--- config.mk ---
export PLATFORM = sky130hd
export DESIGN_NAME = sqrt_arbiter_ctrl
export DESIGN_NICKNAME = d
export VERILOG_FILES = /design/src/rtl/sqrt_arbiter_ctrl.sv
export SDC_FILE = /design/constraint.sdc
export NUM_CORES = 1
export LEC_CHECK = 0
export BUFFER_PORTS_ARGS = -buffer_cell sky130_fd_sc_hd__buf_2
export CAP_MARGIN = 20
export CELL_PAD_IN_SITES_DETAIL_PLACEMENT = 2
export CELL_PAD_IN_SITES_GLOBAL_PLACEMENT = 2
export CORE_MARGIN = 1.5
export CORE_UTILIZATION = 22
export DETAILED_ROUTE_END_ITERATION = 10
export HOLD_SLACK_MARGIN = 0.02
export PLACE_DENSITY_LB_ADDON = 0.1
export SLEW_MARGIN = 20
export SYNTH_ARGS = -nofsm -noshare
export SYNTH_HDL_FRONTEND = slang
export SYNTH_SLANG_ARGS = --single-unit
--- constraint.sdc ---
create_clock -name clk -period 1.8 [get_ports clk]
set_input_delay 0.36 -clock clk [delete_from_list [all_inputs] [get_ports clk]]
set_output_delay 0.36 -clock clk [all_outputs]
set_load 0.01 [all_outputs]
--- src/rtl/sqrt_arbiter_ctrl.sv ---
// sqrt_arbiter_ctrl: round-robin two-port front end and sequencer for the iterative sqrt datapath
//   clk, rst (sync, active-low)
//   req0/req1, num0/num1 -> ack0/ack1, done0/done1, result, err   requester side
//   busy                                                          high outside IDLE
//   dp_in_num, dp_ld, dp_ld_out, dp_mux_select <- dp_finished, dp_res   datapath side
module sqrt_arbiter_ctrl #(
  parameter int SIZE = 32,
  parameter int MAX_ITER = 5
) (
  input  logic            clk,
  input  logic            rst,
  input  logic            req0,
  input  logic            req1,
  input  logic [SIZE-1:0] num0,
  input  logic [SIZE-1:0] num1,
  output logic            ack0,
  output logic            ack1,
  output logic            done0,
  output logic            done1,
  output logic [SIZE-1:0] result,
  output logic            err,
  output logic            busy,
  output logic [SIZE-1:0] dp_in_num,
  output logic            dp_ld,
  output logic            dp_ld_out,
  output logic            dp_mux_select,
  input  logic            dp_finished,
  input  logic [SIZE-1:0] dp_res
);
  localparam int CW = $clog2(MAX_ITER) + 1;
  typedef enum logic [2:0] {IDLE, LOAD, CALC, STORE, DONE} state_t;
  state_t          state, state_nx;
  logic [CW-1:0]   cnt;
  logic            ptr, owner, err_flag;
  logic [SIZE-1:0] op_reg;
  logic            grant1, timeout;
  // ptr holds the last-served port; on contention the other port wins
  assign grant1  = req1 & (~req0 | ~ptr);
  assign timeout = cnt == CW'(MAX_ITER - 1);
  always_ff @(posedge clk) begin
    if (!rst) begin
      state    <= IDLE;
      cnt      <= '0;
      ptr      <= 1'b1;
      op_reg   <= '0;
      owner    <= 1'b0;
      err_flag <= 1'b0;
    end else begin
      state <= state_nx;
      if (state == IDLE && (req0 | req1)) begin
        op_reg <= grant1 ? num1 : num0;
        owner  <= grant1;
        ptr    <= grant1;
      end
      if (state == LOAD) cnt <= '0;
      if (state == CALC) begin
        cnt <= cnt + 1'b1;
        if (dp_finished | timeout) err_flag <= ~dp_finished;
      end
    end
  end
  always_comb begin
    state_nx = IDLE;
    case (state)
      IDLE:    state_nx = (req0 | req1) ? LOAD : IDLE;
      LOAD:    state_nx = CALC;
      CALC:    state_nx = (dp_finished | timeout) ? STORE : CALC;
      STORE:   state_nx = DONE;
      default: state_nx = IDLE;
    endcase
  end
  always_comb begin
    busy          = state != IDLE;
    ack0          = state == LOAD & ~owner;
    ack1          = state == LOAD & owner;
    done0         = state == DONE & ~owner;
    done1         = state == DONE & owner;
    err           = state == DONE & err_flag;
    result        = dp_res;
    dp_in_num     = op_reg;
    dp_mux_select = state == LOAD;
    dp_ld         = state == LOAD | state == CALC;
    dp_ld_out     = state == STORE;
  end
endmodule

==> results.json, run 1 <==
{
  "antenna_found_initial": 0,
  "die_w_um": 110,
  "leakage_nw": 1.44,
  "synth-seq-area-share": 0.336,
  "slew_headroom": 0.619,
  "cts_buffer_depth": 2,
  "min_path_type": "input port to flop",
  "boundaryPins": 174,
  "drc_errors": 0,
  "port_buffers": 109,
  "nFillCells": 1295,
  "cap_violations": 0,
  "synth_cell_types": 37,
  "clkTransAtPathRegs_ns": 0.06,
  "worstPathArrival_ns": 1.40,
  "outcome": "completed",
  "finalSetupViolCount": 0,
  "netlist_instances": 282,
  "cts_tree": "yes",
  "first_global_vias": 2370,
  "h-tree-depth": 2,
  "syn_nets": 385,
  "crit_required_ns": 1.44,
  "die_area_mm2": 0.0120,
  "crit_path_end_kind": "primary output",
  "vias": 2251,
  "min_period_ns": 1.76,
  "setup_ws_ns": 0.0379,
  "final_layout_size_suffix_gt1_frac": 0.478,
  "postCtsHoldBufs": 0,
  "irDropWorstVdd_mv": 0.375,
  "area_growth_pct": 25.1,
  "synth.top_cell.area_share": 0.336,
  "drt_iter0_drc": 34,
  "synthesis.area_mm2": 0.00250,
  "tightest_slew_ns": 0.572,
  "post-place-ws_ns": 0.0916,
  "synthFlopType": "dfxtp_1",
  "initial_utilization": 0.228,
  "max_freq_ghz": 0.568,
  "powerDensity_mw_per_mm2": 1070,
  "first_pass_iters": 4,
  "skew_ns": 0.00350,
  "fin_crit_sh": 0.979,
  "yosysMostFrequentCell": "dfxtp_1",
  "nets": 460,
  "grt_usage": 0.137,
  "ys_warn_count": 0,
  "wl_um": 8330,
  "synth_top_area_cell": "dfxtp_1",
  "wl_per_cell_um": 16.7,
  "root_buffer": "clkbuf_16",
  "diodes": 0,
  "holdWs_ns": 0.290,
  "design.core.area_mm2": 0.0110,
  "synthArstFlopShare": 0,
  "drv_slew": 0,
  "power.total_w": 0.00336,
  "cts_buffers": 5,
  "hpwlAfterDp_um": 5760,
  "antenna_left": 0,
  "crit_type": "flop to primary output",
  "startpoint_type": "flop",
  "ys_seq_elements": 42,
  "core.rowCount": 38,
  "synth_edf_count": 0,
  "viasPerCell": 4.52,
  "clk_latency_ns": 0.28,
  "die_h_um": 110,
  "critPathMaxFanout": 6,
  "cts_sinks": 42,
  "rsz0062_at_grt": "false",
  "synthTopCellsByCount": "42 x dfxtp_1, 39 x inv_1, 38 x a21oi_1",
  "avgSynthCellArea_um2": 8.88,
  "synthTopCellsByArea": "dfxtp_1 34%, a2111oi_2 17%, buf_4 10%, a21oi_1 7.6%, nor3_1 6.4%",
  "finalHoldViolCount": 0,
  "place.gp.congestion": 0.693,
  "setup_tns_ns": 0,
  "grt_pass1_wl_um": 12600,
  "grt_max_degree": 33,
  "grt.overflow.total": 0
}
placed cells by master (no fill, tap or decap), drive strengths merged:
cell type    n
ha           2
nor3        34
xnor2        1
and3b        1
o211ai       1
or3          1
buf        122
bufinv       1
clkinv       2
nor2         9
nor3b        1
a21oi       38
mux2i        1
a2111oi     32
clkbuf       5
or3b         2
a221oi       1
o21a         1
dfxtp       42
and3         3
a21bo        1
nand2b       3
or2          1
inv         41
nand4        1
nand3        3
o21ai        1
nand2        5
a211o        1
nand4b       1
worst max-delay path, stage by stage, from the launching register on:
cell and delay [ns]:
dfxtp_4 0.36, buf_4 0.16, or3b_4 0.42, nand2_2 0.08
buf_6 0.10
power breakdown:
group          internal (W)  switching [W]  total (W)
Combinational      0.000480       0.000664    0.00114
Clock              0.000650       0.000394    0.00104
Sequential          0.00108      0.0000937    0.00118
routing by layer:
layer	GRT usage	share of wire	wire, µm	vias to the layer above
met3	0.0350	0.066	554	9
met2	0.220	0.45	3730	79
li1	-	-	-	1105
met1	0.180	0.48	3980	1058
met4	0.0408	0.0084	70	0
met5	0	0	0	-
cells by family after synthesis:
family / count (synthesis) / share of synthesized area
and+or+nand+nor: 64 / 0.140
xor gates and xnor gates: 1 / 0.00350
buffers and inverters: 96 / 0.226
muxes: 1 / 0.00400
DFF: 42 / 0.336
adders and majority gates: 2 / 0.00999
AOI/OAI and AO/OA: 76 / 0.280
metrics by stage:
step,std cells,instance area [µm²],util
floorplan,282,2500,-
global placement,488,2930,0.267
detailed placement,488,2930,0.267
CTS,496,3100,0.282
global route,498,3130,0.285
finish,498,3130,0.285
final timing paths:
kind	start	to	slack [ns]	cells past startpoint
setup / recovery	state[0]	dp_ld	0.04	4
setup reg to reg	state[1]	dp_in_num[24]	0.16	3
hold reg to reg	cnt[3]	cnt[3]	0.48	2
hold / removal	dp_finished	err_flag	0.29	2
timing repair:
action                                  in CTS  in global routing
buffers inserted                             0                  1
gates resized for setup                      4                  5
pin swaps                                    1                  3
endpoints found under the setup margin       4                  2
cloned                                       0                  1
flip-flops by register name, indices dropped and copies added, names as in the netlist:
register and cells:
state 3, dp_in_num 32, ptr 1, err_flag 1, owner 1, cnt 4
layout make-up:
class | instances | area, µm² | area share
Tap cell | 140 | 175 | 0.0559
Clock buffer | 5 | 125 | 0.0400
Timing Repair Buffer | 122 | 678 | 0.217
Sequential cell | 42 | 846 | 0.270
Clock inverter | 3 | 40.0 | 0.0128
Inverter | 41 | 154 | 0.0491
Multi-Input combinational cell | 145 | 1110 | 0.356
Note: power is estimated with default switching activity, not from simulation.
==> inputs of run 2 (changes only) <==
--- a/config.mk
+++ b/config.mk
@@ -6,10 +6,8 @@
 export NUM_CORES = 1
 export LEC_CHECK = 0
 export BUFFER_PORTS_ARGS = -buffer_cell sky130_fd_sc_hd__buf_2
-export CAP_MARGIN = 20
 export CELL_PAD_IN_SITES_DETAIL_PLACEMENT = 2
 export CELL_PAD_IN_SITES_GLOBAL_PLACEMENT = 2
-export CORE_MARGIN = 1.5
 export CORE_UTILIZATION = 22
 export DETAILED_ROUTE_END_ITERATION = 10
 export HOLD_SLACK_MARGIN = 0.02
==> results.json, run 2 (synthesized netlist as in run 1, its figures left out) <==
{
  "finalHoldViolCount": 0,
  "grt_max_degree": 33,
  "place.gp.congestion": 0.687,
  "grt_usage": 0.135,
  "ff2ff_path_depth": 7,
  "die_h_um": 109,
  "min_path_type": "input port to flop",
  "design.core.area_mm2": 0.0110,
  "area_growth_pct": 24.9,
  "path_buf_inv": 2,
  "diodes": 0,
  "slowest_stage": "or3b_4",
  "core.rowCount": 38,
  "crit_type": "flop to primary output",
  "first_pass_iters": 4,
  "cap_violations": 0,
  "largest_reg_flops": 32,
  "initial_utilization": 0.228,
  "mostFrequentLayoutCell": "buf_2",
  "skew_ns": 0.00898,
  "h-tree-depth": 2,
  "cts_sinks": 42,
  "cts_tree": "yes",
  "boundaryPins": 174,
  "cts_buffers": 5,
  "cts_buffer_depth": 2,
  "worstPathArrival_ns": 1.38,
  "powerDensity_mw_per_mm2": 1030,
  "path_cells": "buf_6, or3b_4, nand2_1, buf_2",
  "irDropWorstVdd_mv": 0.325,
  "antenna_left": 0,
  "root_buffer": "clkbuf_16",
  "crit_family": "simple AND/OR/NAND/NOR gates",
  "cpPeakStageDelay_ns": 0.43,
  "critPathMaxFanout": 5,
  "drv_slew": 0,
  "min_period_ns": 1.74,
  "clk_latency_ns": 0.29,
  "startpoint_type": "flop",
  "path_depth": 4,
  "tightest_slew_ns": 0.594,
  "first_global_vias": 2445,
  "die_w_um": 109,
  "drt_iter0_drc": 25,
  "finalSetupViolCount": 0,
  "die_area_mm2": 0.0118,
  "rsz0062_at_grt": "false",
  "viasPerCell": 4.57,
  "r2r_setup_slack_ns": 0.11,
  "max_freq_ghz": 0.575,
  "clkTransAtPathRegs_ns": 0.06,
  "grt.overflow.total": 0,
  "leakage_nw": 1.43,
  "port_buffers": 109,
  "nets": 459,
  "final_layout_size_suffix_gt1_frac": 0.479,
  "postCtsHoldBufs": 0,
  "crit_path_end_kind": "primary output",
  "crit_required_ns": 1.44,
  "slew_headroom": 0.604,
  "outcome": "completed",
  "hpwlAfterDp_um": 5710,
  "nFillCells": 1270,
  "grt_pass1_wl_um": 12300,
  "final_cell_mix": "109 x buf_2, 39 x inv_1, 39 x dfxtp_1",
  "regArea_um2": 847,
  "final_core_util": 0.285,
  "fin_crit_sh": 0.966,
  "vias": 2272,
  "wl_per_cell_um": 16.0,
  "wl_um": 7980,
  "multi_input_area_mm2": 0.00110,
  "drc_errors": 0,
  "antenna_found_initial": 0,
  "hold_depth": 2,
  "setup_tns_ns": 0
}
==> run 2: report_power, final <==
group          total, W  internal (W)  switching, W
Clock          0.000910      0.000514      0.000396
Combinational   0.00113      0.000484      0.000650
Sequential      0.00118       0.00108     0.0000956
==> run 2: stage by stage <==
step / area [µm²] / setup WS, ns / total power [W] / hold slack [ns] / cells
2_1_floorplan: 2500 / 0.220 / 0.00202 / 0.436 / 282
3_3_place_gp: 2950 / 0.146 / 0.00232 / 0.471 / 488
3_5_place_dp: 2950 / 0.0868 / 0.00234 / 0.477 / 488
4_1_cts: 3120 / 0.0166 / 0.00330 / 0.288 / 497
5_1_grt: 3130 / 0.000881 / 0.00344 / 0.300 / 497
6_report: 3130 / 0.0610 / 0.00322 / 0.288 / 497
==> run 2: final timing paths <==
check                   start            to
setup / recovery     state[0]         dp_ld
hold / removal    dp_finished      err_flag
setup reg to reg     state[0]  dp_in_num[2]
hold reg to reg      err_flag      err_flag
==> run 2: layer usage <==
metal / share of wire / wire (µm) / GRT usage
met5: 0 / 0 / 0
met4: 0.011 / 86 / 0.0376
met3: 0.062 / 492 / 0.0311
met2: 0.46 / 3680 / 0.225
met1: 0.47 / 3720 / 0.175
==> run 2: repair_timing <==
action                     in CTS  in global routing
resized for setup               5                  4
pin swaps                       1                  2
buffers inserted                1                  1
setup endpoints to repair       5                  4
==> run 2: layout make-up <==
type | count | area share
inverter | 41 | 0.0492
timing repair buffer | 122 | 0.224
sequential | 42 | 0.271
tap | 140 | 0.0560
clock buffer | 5 | 0.0400
clock inverter | 3 | 0.00680
multi-input combinational | 144 | 0.353
==> run 2: worst register-to-register path, cell delays in order (launching register included) <==
cell and delay, ns:
dfxtp_2 0.34, buf_6 0.13, nor3_4 0.20, buf_6 0.13
buf_4 0.14, buf_4 0.21, a21oi_1 0.09, a2111oi_0 0.33
